$ cat src/rtl/mux_arbiter_2x1.sv
// mux_arbiter_2x1: two-requester arbiter feeding a registered 2:1 select onto a valid/ready output (MUX_ARB_FIXED_PRIORITY_EN selects fixed priority)
module mux_arbiter_2x1 #(
    parameter int WIDTH = 16
) (
    input  logic             clk,
    input  logic             rst_n,
    input  logic             req1,
    input  logic [WIDTH-1:0] d1,
    output logic             gnt1,
    input  logic             req2,
    input  logic [WIDTH-1:0] d2,
    output logic             gnt2,
    output logic             sel,
    output logic             out_valid,
    input  logic             out_ready,
    output logic [WIDTH-1:0] out_data
);
    typedef enum logic [1:0] {EMPTY, FULL1, FULL2} state_t;
    state_t state, state_nxt;
    logic last_two;
    logic sel_q;
    logic slot_free;
    logic pick1;
    // Arbitrate while the slot is free and derive select and next state
    always_comb begin
        out_valid = state != EMPTY;
        slot_free = !out_valid || out_ready;
`ifdef MUX_ARB_FIXED_PRIORITY_EN
        pick1     = req1;
`else
        pick1     = req1 && (!req2 || last_two);
`endif
        gnt1      = rst_n && slot_free && pick1;
        gnt2      = rst_n && slot_free && req2 && !pick1;
        sel       = gnt1 ? 1'b1 : gnt2 ? 1'b0 : sel_q;
        state_nxt = gnt1 ? FULL1 : gnt2 ? FULL2 : (out_valid && out_ready) ? EMPTY : state;
    end
    // Capture the granted word and arbitration history; reset discards the held word
    always_ff @(posedge clk or negedge rst_n) begin
        if (!rst_n) begin
            state    <= EMPTY;
            last_two <= 1'b1;
            sel_q    <= 1'b1;
            out_data <= '0;
        end else begin
            state <= state_nxt;
            if (gnt1 || gnt2) begin
                last_two <= gnt2;
                sel_q    <= sel;
                out_data <= gnt1 ? d1 : d2;
            end
        end
    end
endmodule

$ cat config.mk
export PLATFORM = sky130hd
export DESIGN_NAME = mux_arbiter_2x1
export DESIGN_NICKNAME = d
export VERILOG_FILES = /design/src/rtl/mux_arbiter_2x1.sv
export SDC_FILE = /design/constraint.sdc
export NUM_CORES = 1
export LEC_CHECK = 0
export CAP_MARGIN = 10
export CORE_MARGIN = 2
export CORE_UTILIZATION = 43
export DETAILED_ROUTE_END_ITERATION = 10
export PLACE_DENSITY_LB_ADDON = 0.15
export SYNTH_ARGS = -nofsm -noshare
export SYNTH_HDL_FRONTEND = slang
export SYNTH_SLANG_ARGS = --single-unit
$ cat constraint.sdc
create_clock -name clk -period 2.67 [get_ports clk]
set_input_delay 0.4005 -clock clk [delete_from_list [all_inputs] [get_ports clk]]
set_output_delay 0.4005 -clock clk [all_outputs]
set_load 0.03 [all_outputs]
Word-level counts from Yosys, hierarchy flattened
Cells that the tools add are included.
{"block": "totals", "in_bits": 37, "elab_cells": 24, "regBits": 20, "output_inout_bits": 20}
{"block": "classes", "reduce_logical": 14, "muxes": 6}
{"cell": "16-bit 2-to-1 mux", "count": 1}
{"cell": "1-bit logical AND", "count": 6}
{"cell": "2-bit 2-to-1 mux", "count": 3}
{"cell": "1-bit logical NOT", "count": 3}
{"cell": "1-bit logical OR", "count": 3}
{"cell": "3-bit nonzero test", "count": 1}
{"cell": "1-bit 2-to-1 mux", "count": 2}
{"cell": "2-bit nonzero test", "count": 1}

Logic depth before layout (Yosys ltp)
{"block": "logic_depth", "ltp_word": 8, "ltp_mapped": 5, "mapped_depth_nobuf": 3}

Least setup slack after synthesis
Ideal clock, no wire load.
{"block": "synth_timing", "path_kind": "flip-flop to output port", "start": "reg last_two", "end": "out gnt1", "setup_slack_ns": 0.872, "path_buffers": 1, "t_required_ns": 2.270, "stages_incl_launch_ff": 5, "arrival_time_ns": 1.397, "path_cell_list": "dfstp_2 and2b_1 buf_6 nand2b_1 nor2_1"}
{"block": "synth_between", "elab_chain_len": 3}
{"item": "from (decl)", "line": "20", "text": "logic last_two;"}
{"item": "from (signal assigned)", "line": "48", "text": "last_two <= gnt2;"}
{"item": "1-bit logical OR", "line": "31", "text": "pick1 = req1 && (!req2 || last_two);"}
{"item": "1-bit logical AND", "line": "31"}
{"item": "1-bit logical AND", "line": "33", "text": "gnt1 = rst_n && slot_free && pick1;"}
{"item": "to (decl)", "line": "9", "text": "output logic gnt1,"}
Every way passes these cells.

Worst setup path in the final report
{"block": "layout_timing", "start": "in out_ready", "end": "out sel"}
{"block": "layout_between", "elab_chain_len": 6, "word_cells_on_any_way": 7, "cone_classes": "mux: 2; reduce/logical: 5"}
{"item": "from (decl)", "line": "15", "text": "input logic out_ready,"}
{"item": "1-bit logical OR *", "line": "27", "text": "slot_free = !out_valid || out_ready;"}
{"item": "1-bit logical AND *", "line": "33, 34"}
{"item": "1-bit logical AND (2 in a row)", "line": "34", "text": "gnt2 = rst_n && slot_free && req2 && !pick1;"}
{"item": "1-bit 2-to-1 mux", "line": "35", "text": "sel = gnt1 ? 1'b1 : gnt2 ? 1'b0 : sel_q;"}
{"item": "1-bit 2-to-1 mux *", "line": "35"}
{"item": "to (decl)", "line": "13", "text": "output logic sel,"}
Mark *: on every way between the ends. The rest lies on a longest branch, timed or not.

==> impl.org <==
** Setup path
- The slowest stage of the critical path is the clkdlybuf4s50_1 cell.
- The setup path with the least slack is of type in -> out.
- Most numerous cell on the critical path :: clkdlybuf4s50_1
- Kind of start point of the critical path :: input pin
- Number of buffer and inverter instances along the worst setup path :: 2
- Data required time at the worst endpoint :: ~2300 ps
- Capture point of the worst reg-to-reg path :: out_data[15]
- Crit-path max cell delay :: around 670 ps
- Cells traversed along the worst timing path :: clkdlybuf4s50_1 -> o21bai_1 -> and3_1 -> o22a_1 -> clkdlybuf4s50_1
- Worst Setup End Kind :: output port
- Crit Reg-Reg Startpoint :: last_two
- Of all nets on the critical path, the largest fanout is 4.
- Broken down by cell family, the worst path's largest delay share belongs to buffers and inverters.
- Depth of the worst register-to-register path :: 4
- The setup check on the worst reg-to-reg path leaves a slack of 1160 ps.
- Arrival time reported for the critical path endpoint :: 2160 ps

** Clocking
- TritonCTS built the clock tree.
- Bufs on Longest Clock Path :: 2
- Post-CTS setup-driven buffer insertion count :: 0
- Number of clock sinks :: 20
- Num CTS Buffers :: 3
- Hold-fix buffers, CTS :: 0
- Root buffer selected by CTS :: clkbuf_4
- Once the clock tree was built, the resizer swapped 0 gates to a different size.
- H-tree lvl count :: 1
- Latest clock arrival within the worst-skew pair :: 300 ps
- Clock Pin Slew Worst Setup and Hold Paths :: 110 ps

** Yosys
- The Yosys step of the flow raised 0 warnings.
- By area the synthesized netlist is led by dfrtp_1, o32ai_2, a2bb2oi_2.
- Counting flops and latches in the post-synthesis netlist gives 20.
- Of all cell types, the one taking the most synthesized area is dfrtp_1.
- Syn_nets :: 121
- The average instance in the mapped netlist occupies 13.58 sq um.
- In the synthesized netlist the dominant register cell turns out to be dfrtp_1.
- Proportion of netlist area held by the largest area contributor :: 39.47%
- Total standard cell area after synthesis :: 1141 sq um
- In the synthesized netlist, the cells that appear most often are dfrtp_1, a2bb2oi_2, o32ai_2, a2bb2oi_1, o32ai_1.
- In the synthesized netlist the async set-or-reset flop fraction comes to 100.0%.
- Gate Count Post-Synth :: 84
- After synthesis, the netlist uses 26 different library cells.
- Number of flops mapped to enable cells by yosys :: 0
- Post-synthesis sequential area ratio :: around 44%
- Most numerous cell in the Yosys netlist :: dfrtp_1

** Route
- Dividing the detail-routed wire length by the instance count gives 18.14 um.
- Top metal layer carrying routed signals :: met4
- Across all layers, the routed design uses approximately 1k vias.
- The first TritonRoute pass finished after 4 iterations.
- Summed over all layers, the routed wires come to approximately 3100 um.
- For this run, design rule violations remaining after detail routing come to 0.
- Wire segments on met3 add up to between 100 and 150 um in the final route.
- DR WL met2 :: 1677 um
- Starting DRT DRC Count :: 19
- The count of nets left with antenna violations once routing finished came out at 0.
- Routed length on met1 :: about 1200 um
- Routed via count divided by cell count :: between 5 and 6

** Floorplanning
- 57 I/O pins were placed.
- Rows :: 18
- Chip Height :: between 50 and 60 um
- Core Box Area :: 2500 sq um
- For this configuration, the core starts out at a cell density of 45.65%.
- Die width :: 55.52 um
- The die covers between 3000 and 4000 sq um.

** Placement
- After legalization and detailed placement, the total HPWL measured ~2300 um.
- Last weighted congestion value of the routability-driven placer :: 0.6939
- Number of buffers added on ports :: 56

** STA
- Final-layout worst hold slack :: about 490 ps
- RSZ-0062 raised after global routing :: no
- For the pin with the worst max-slew slack, the measured transition is 522.5 ps.
- For the final routed database, the setup TNS stands at 0 ps.
- Number of hold-slack violations in the final timing report :: 0
- Timing would allow up to approximately 400 MHz.
- Between clock sinks in the finished design, the worst skew comes to 11.64 ps.
- The smallest clock period supported by the final layout is computed as 2557 ps.
- Final worst-path cycle share :: 95.77%
- Setup violations remaining at the end of the flow were counted as 0.
- Relative slew slack :: about two thirds
- The number of max-slew violations in the final report came to 0.

** Global routing
- Antenna violations before repair :: 0
- Global-route usage over all layers :: 21.53%
- Summed over all layers, the global routing overflow is 0.
- First-pass GRT wire length :: 5140 um
- Pin count of the biggest net entering global routing :: 19
- The number of global-route vias before repair was 1056.

** Hold path
- Hold WC Path Type :: in -> async

** Layout
- Area added between synthesis and finish :: 53.62%
- Total area of multi-input combinational cells :: 556.8 sq um
- Fraction of final layout cells with drive strength greater than 1 :: between 20% and 30%
- Across the whole layout, storage elements account for around 500 sq um.
- The layout has 195 filler cells.
- NumNets Final :: 181
- Count of inserted antenna diode cells :: 0

** Power and ir drop
- Power spread over the standard cell area amounts to 685.6 nW/um^2.
- Max VDD drop :: about 0.48 mV
- Total leakage power :: ~0.67 nW

** Run status
- The flow ran to the end, and the final reports show no timing, DRC or antenna violations.

** Run
- Max-cap violations in this run came to 0.
## how the worst max path moves through the flow
stage / from / to / slack (ps) / cells past startpoint
5_1_grt: out_ready / sel / 20 / 5
4_1_cts: out_ready / sel / 130 / 5
6_report: out_ready / sel / 110 / 5
3_5_place_dp: out_ready / sel / 130 / 5
2_1_floorplan: last_two / gnt1 / 870 / 4
3_3_place_gp: out_ready / sel / 190 / 5
## report_power, final
part	leakage [nW]	internal [W]	switching, W
logic	0.430	0.000297	0.000299
registers	0.220	0.000380	0.0000495
clock network	0.0210	0.0000832	0.0000938
total	0.671	0.000759	0.000442
## placed cells by master (no fill, tap or decap), drive strengths merged
cell	n
a21bo	1
a2bb2oi	16
a31oi	2
and2	1
and2b	1
and3	1
buf	9
clkbuf	4
clkdlybuf4s50	54
dfrtp	18
dfstp	2
inv	3
nand2	3
nand2b	1
nor2	3
o21a	1
o21ai	1
o21ba	1
o21bai	1
o22a	2
o22ai	2
o32ai	16
## logic make-up (layout without fill, tap and decap cells)
family                 count (synthesis)  count (layout)  synth area share [%]
AOI/OAI and AO/OA                     43              43                 43.86
DFF                                   20              20                 44.08
and+or+nand+nor                       10              10                 4.936
buffers and inverters                 11              70                 7.126
## state kept, by name, summed over array words and instances, names as in the netlist
register  count
out_data     16
state         2
last_two      1
sel_q         1
## cell type report
type,count,share of cell area [%]
multi-input combinational,53,31.76
tap,30,2.141
timing repair buffer,63,34.69
clock buffer,4,2.070
sequential,20,28.69
inverter,3,0.6424
## layer usage
metal	track usage [%]	vias to the layer above
met1	24.85	512
met3	4.684	6
met2	37.93	30
met5	0	-
li1	-	462
met4	9.408	0
## stage by stage
stage	area, sq um	cells	setup WS (ps)	total power, W	utilization (%)
5_1_grt	1753	173	20.96	0.001258	70.12
6_report	1753	173	112.9	0.001202	70.12
3_5_place_dp	1717	169	129.6	0.001033	68.67
3_3_place_gp	1717	169	194.7	0.001017	68.67
2_1_floorplan	1141	84	872.5	0.0007964	-
4_1_cts	1753	173	128.7	0.001209	70.12
Power figures use the tool's default switching activity.
